**src/rtl/control_riesgos_pipeline.sv**
```systemverilog
// Central stall/flush controller for the 5-stage pipeline: load-use bubbles,
// taken-branch flushes, multi-cycle data-memory waits with a timeout.
module control_riesgos_pipeline #(
    parameter int unsigned MEM_TIMEOUT = 16,
    parameter int unsigned TO_W        = 8,
    parameter int unsigned CNT_W       = 16
) (
    input  logic             clk,
    input  logic             rst_n,
    input  logic [4:0]       id_rs,
    input  logic [4:0]       id_rt,
    input  logic             id_uses_rt,
    input  logic             ex_memread,
    input  logic [4:0]       ex_rt,
    input  logic             ex_branch_taken,
    input  logic             mem_req,
    input  logic             mem_ready,
    output logic             pc_en,
    output logic             ifid_en,
    output logic             ifid_flush,
    output logic             idex_en,
    output logic             idex_flush,
    output logic             exmem_en,
    output logic             memwb_en,
    output logic             memwb_flush,
    output logic             timeout_err,
    output logic [CNT_W-1:0] stall_count
);

    localparam logic [1:0] ST_RUN      = 2'd0;
    localparam logic [1:0] ST_MEM_WAIT = 2'd1;
    localparam logic [1:0] ST_ERROR    = 2'd2;

    localparam logic [TO_W-1:0] TO_LAST = TO_W'(MEM_TIMEOUT - 1);

    logic [1:0]       state_q, state_d;
    logic [TO_W-1:0]  wait_q, wait_d;
    logic [CNT_W-1:0] stall_count_q, stall_count_d;
    logic             timeout_err_q, timeout_err_d;

    logic load_use;
    logic mem_stall;

    assign load_use = ex_memread && (ex_rt != 5'd0) &&
                      ((ex_rt == id_rs) || (id_uses_rt && (ex_rt == id_rt)));
    assign mem_stall = mem_req && !mem_ready;

    always_comb begin
        pc_en         = 1'b1;
        ifid_en       = 1'b1;
        ifid_flush    = 1'b0;
        idex_en       = 1'b1;
        idex_flush    = 1'b0;
        exmem_en      = 1'b1;
        memwb_en      = 1'b1;
        memwb_flush   = 1'b0;
        state_d       = state_q;
        wait_d        = wait_q;
        timeout_err_d = timeout_err_q;

        if (!rst_n) begin
            pc_en       = 1'b0;
            ifid_en     = 1'b0;
            idex_en     = 1'b0;
            exmem_en    = 1'b0;
            memwb_en    = 1'b0;
            ifid_flush  = 1'b1;
            idex_flush  = 1'b1;
            memwb_flush = 1'b1;
        end else begin
            case (state_q)
                ST_RUN, ST_MEM_WAIT: begin
                    // In MEM_WAIT a completing access behaves like RUN without a mem stall
                    if ((state_q == ST_RUN && mem_stall) ||
                        (state_q == ST_MEM_WAIT && !mem_ready)) begin
                        pc_en       = 1'b0;
                        ifid_en     = 1'b0;
                        idex_en     = 1'b0;
                        exmem_en    = 1'b0;
                        memwb_flush = 1'b1;
                        if (state_q == ST_RUN) begin
                            state_d = ST_MEM_WAIT;
                            wait_d  = TO_W'(1);
                        end else if (wait_q == TO_LAST) begin
                            state_d       = ST_ERROR;
                            timeout_err_d = 1'b1;
                        end else begin
                            wait_d = wait_q + 1'b1;
                        end
                    end else begin
                        state_d = ST_RUN;
                        wait_d  = '0;
                        if (ex_branch_taken) begin
                            ifid_flush = 1'b1;
                            idex_flush = 1'b1;
                        end else if (load_use) begin
                            pc_en      = 1'b0;
                            ifid_en    = 1'b0;
                            idex_flush = 1'b1;
                        end
                    end
                end
                ST_ERROR: begin
                    pc_en         = 1'b0;
                    ifid_en       = 1'b0;
                    idex_en       = 1'b0;
                    exmem_en      = 1'b0;
                    memwb_en      = 1'b0;
                    timeout_err_d = 1'b1;
                end
                default: begin
                    state_d = ST_RUN;
                    wait_d  = '0;
                end
            endcase
        end
    end

    always_comb begin
        stall_count_d = stall_count_q;
        if (!pc_en && (stall_count_q != '1)) begin
            stall_count_d = stall_count_q + 1'b1;
        end
    end

    always_ff @(posedge clk) begin
        if (!rst_n) begin
            state_q       <= ST_RUN;
            wait_q        <= '0;
            stall_count_q <= '0;
            timeout_err_q <= 1'b0;
        end else begin
            state_q       <= state_d;
            wait_q        <= wait_d;
            stall_count_q <= stall_count_d;
            timeout_err_q <= timeout_err_d;
        end
    end

    assign timeout_err = timeout_err_q;
    assign stall_count = stall_count_q;

endmodule

```
**config.mk**
```make
export PLATFORM = sky130hd
export DESIGN_NAME = control_riesgos_pipeline
export DESIGN_NICKNAME = d
export VERILOG_FILES = /design/src/rtl/control_riesgos_pipeline.sv
export SDC_FILE = /design/constraint.sdc
export NUM_CORES = 1
export LEC_CHECK = 0
export BUFFER_PORTS_ARGS = -buffer_cell sky130_fd_sc_hd__buf_2
export CORE_MARGIN = 2
export CORE_UTILIZATION = 46
export CTS_CLUSTER_DIAMETER = 40
export CTS_CLUSTER_SIZE = 12
export DETAILED_ROUTE_END_ITERATION = 8
export PLACE_DENSITY = 0.72
export SETUP_SLACK_MARGIN = 0.05
export SLEW_MARGIN = 10
export SYNTH_ARGS = -nofsm -noshare
export SYNTH_HDL_FRONTEND = slang
export SYNTH_SLANG_ARGS = --single-unit
```
**constraint.sdc**
```tcl
create_clock -name clk -period 2.15 [get_ports clk]
set_input_delay 0.1075 -clock clk [delete_from_list [all_inputs] [get_ports clk]]
set_output_delay 0.1075 -clock clk [all_outputs]
set_load 0.05 [all_outputs]
```
==> summary.md <==
| Metric | Value |
|---|---|
| Status | `completed` |
| Area Growth Syn to Fin | `19.0%` |
| CP peak stage delay | `roughly 0.5 ns` |
| Drt pass-1 iters | `4` |
| Relative slew slack | `0.578` |
| WL final | `3320 µm` |
| Total CTS buffers | `3` |
| Setup slack, reg-to-reg | `0.13 ns` |
| Total grt overflow | `0` |
| Async S/R FF share, synth | `0` |
| Hold-fix buffers, CTS | `0` |
| Hold path depth | `3` |
| Power per cell area | `482 nW/µm²` |
| Fill count | `338` |
| Clk root buf | `clkbuf_4` |
| Via count | `about 1,500` |
| Worst IR drop on VDD | `358 µV` |
| Leading area contributor after synthesis | `dfxtp_1` |
| Antenna Cells | `0` |
| Synth unique cells | `42` |
| Hold endpoint | `state_q[0]` |
| Worst EP required | `2.41 ns` |
| Synthesized area per cell | `8.13 µm²` |
| CP bufs+invs | `0` |
| Top_reg_cell synth | `dfxtp_1` |
| Critical Path, Cell by Cell | `o21ba_4 > nor2_2 > a221oi_2 > nand2_4 > or4_1 > a21oi_1` |
| FMAX | `about 0.5 GHz` |
| Critical path's top delay family | `compound AO/OA/AOI/OAI gates` |
| Wire per inst | `11.6 µm` |
| Worst R2R Start | `state_q[0]` |
| Pin count of the biggest net entering global routing | `22` |
| Crit path from | `state_q[0]` |
| Yosys warning total | `0` |
| First-pass GRT wire length | `5900 µm` |
| CTS tree | `done` |
| Worst Tran Pin Value | `0.632 ns` |
| DIE WIDTH | `roughly 63 µm` |
| Core area | `3310 µm²` |
| Share of layout cells above drive strength 1 | `0.285` |
| Starting DRC count in detailed routing | `37` |
| RR Endpoint | `stall_count[10]` |
| Layout Nets | `264` |
| Detailed-route DRC error count | `0` |
| Fin crit share | `0.939` |
| Post-DP HPWL | `2560 µm` |
| Crit Path Class | `reg2reg` |
| Synth Register Bits | `27` |
| Sequential cell area fraction in the yosys report | `0.343` |
| End-of-flow core utilization | `0.567` |
| Worst Setup End Kind | `flop` |
| Total GRT Usage | `0.181` |
| GPL Wtd Cong | `0.762` |
| Sum of negative setup slack | `0 ns` |
| Vias/cell | `roughly 5.3` |
| Clk pin slew, worst setup/hold paths | `0.14 ns` |
| Pins Over Slew Limit | `0` |
| Starting Density | `0.476` |
| P_leak | `0.725 nW` |
| Die H | `roughly 63 µm` |
| Minimum clock period after layout | `2.02 ns` |
| Most frequent cells after synthesis | `27 x dfxtp_1, 18 x a21oi_1, 14 x nand2_1, 14 x nor2_1, 13 x xnor2_1` |
| I/O pins | `47` |
| Top-count cell post-synth | `dfxtp_1` |
| Synth Cell Area | `1580 µm²` |
| RSZ-0062 raised after global routing | `yes` |
| CTS Sinks | `27` |
| Clk buf depth | `2` |
| Crit Path Max Fanout | `21` |
| Clock skew | `0.00244 ns` |
| Setup bufs post-CTS | `0` |
| Startpoint Class | `flop` |
| Final Hold Viols | `0` |
| Max cap viols | `0` |
| Post-Syn Instances | `194` |
| Syn nets | `218` |
| Worst-Skew Late Latency | `0.32 ns` |
| Post-synth EDFFs | `0` |
| Synth top area share | `0.343` |
| CP arrival | `2.27 ns` |
| Number of global-route vias before repair | `~1,400` |
| Num rows | `21` |
| Initial antenna violation count | `0` |
| # setup viols final | `0` |
| Hold_sp | `rst_n` |
| Worst Reg-to-Reg Cells | `6` |
| Worst hold path class | `in2reg` |
| Input/output buffers | `46` |
| Die area | `3910 µm²` |
| Antenna-violating nets left | `0` |
| Slowest CP cell | `dfxtp_1` |
| Ranking of synthesized cells by area | `dfxtp_1 34%, xnor2_1 7.2%, a21oi_1 5.7%` |
| Htree depth | `1` |
## state kept, by name (all words and copies together), names as in the netlist
| name | cells |
|---|---|
| state_q | 2 |
| stall_count | 16 |
| timeout_err | 1 |
| wait_q | 8 |
## through the flow
| step | worst slack [ns] | hold WS, ns | instances | cell area (µm²) | total power [mW] |
|---|---|---|---|---|---|
| global route | -0.0109 | 0.0831 | 285 | 1880 | 0.956 |
| finish | 0.132 | 0.0898 | 285 | 1880 | 0.903 |
| floorplan | 0.0588 | 0.251 | 194 | 1590 | 0.651 |
| CTS | 0.0900 | 0.0771 | 285 | 1870 | 0.914 |
| detailed placement | 0.145 | 0.442 | 281 | 1840 | 0.695 |
| global placement | 0.201 | 0.438 | 281 | 1840 | 0.694 |
## area by class of cell
cell class | count | area (µm²) | share of cell area
inverter | 9 | 33.8 | 0.0180
timing repair buffer | 50 | 265 | 0.141
multi-input combinational | 149 | 948 | 0.506
tap | 46 | 57.6 | 0.0307
clock buffer | 4 | 26.3 | 0.0140
sequential | 27 | 544 | 0.290
## cell usage in the layout (no fill, tap or decap), types with 4 or more instances in the layout
cell	synthesis	routed
a21oi_1	18	17
buf_2	1	44
buf_4	2	4
clkbuf_4	0	5
dfxtp_1	27	24
inv_1	9	9
nand2_1	14	14
nand3_1	8	8
nand4_1	7	7
nor2_1	14	13
o21ai_0	5	5
o21ai_1	10	10
o31ai_1	9	9
or3_1	8	8
or4_1	7	7
xnor2_1	13	13
## logic make-up after synthesis
family	Yosys count	share of synthesized area
and+or+nand+nor	81	0.287
adders and majority gates	2	0.0159
AOI/OAI and AO/OA	50	0.202
muxes	2	0.0127
DFF	27	0.343
buffers and inverters	18	0.0627
xor gates and xnor gates	14	0.0778
## worst min-delay path: cells and delay by family
| kind | cells | cell delay [ns] |
|---|---|---|
| AO/OA/AOI/OAI | 1 | 0.04 |
| buffers and inverters | 1 | 0.15 |
| AND/OR/NAND/NOR | 1 | 0.09 |
## routing by layer
layer / wire length [µm] / up-vias / track usage / part of all wire
li1: - / 801 / - / -
met2: 1580 / 24 / 0.315 / 0.48
met5: 0 / - / 0 / 0
met1: 1560 / 683 / 0.226 / 0.47
met4: 38 / 0 / 0.0500 / 0.011
met3: 132 / 5 / 0.0396 / 0.040
## worst max-delay path by stage
stage | end | slack, ns | cells past startpoint
2_1_floorplan | pc_en | 0.06 | 7
3_3_place_gp | stall_count[5] | 0.20 | 6
3_5_place_dp | stall_count[10] | 0.14 | 6
4_1_cts | stall_count[10] | 0.09 | 7
5_1_grt | stall_count[10] | -0.01 | 7
6_report | stall_count[10] | 0.13 | 6
## where the power goes
| part | switching, mW | total, mW | internal, mW | leakage [nW] |
|---|---|---|---|---|
| Clock | 0.144 | 0.216 | 0.0727 | 0.0150 |
| Combinational | 0.113 | 0.176 | 0.0625 | 0.491 |
| Sequential | 0.00606 | 0.511 | 0.505 | 0.219 |
## what timing repair did
item | CTS | global route
resized for setup | 0 | 4
endpoints found under the setup margin | 0 | 12
endpoints found under the hold margin | 0 | 0
No activity file was read; power rests on OpenSTA's default activity.
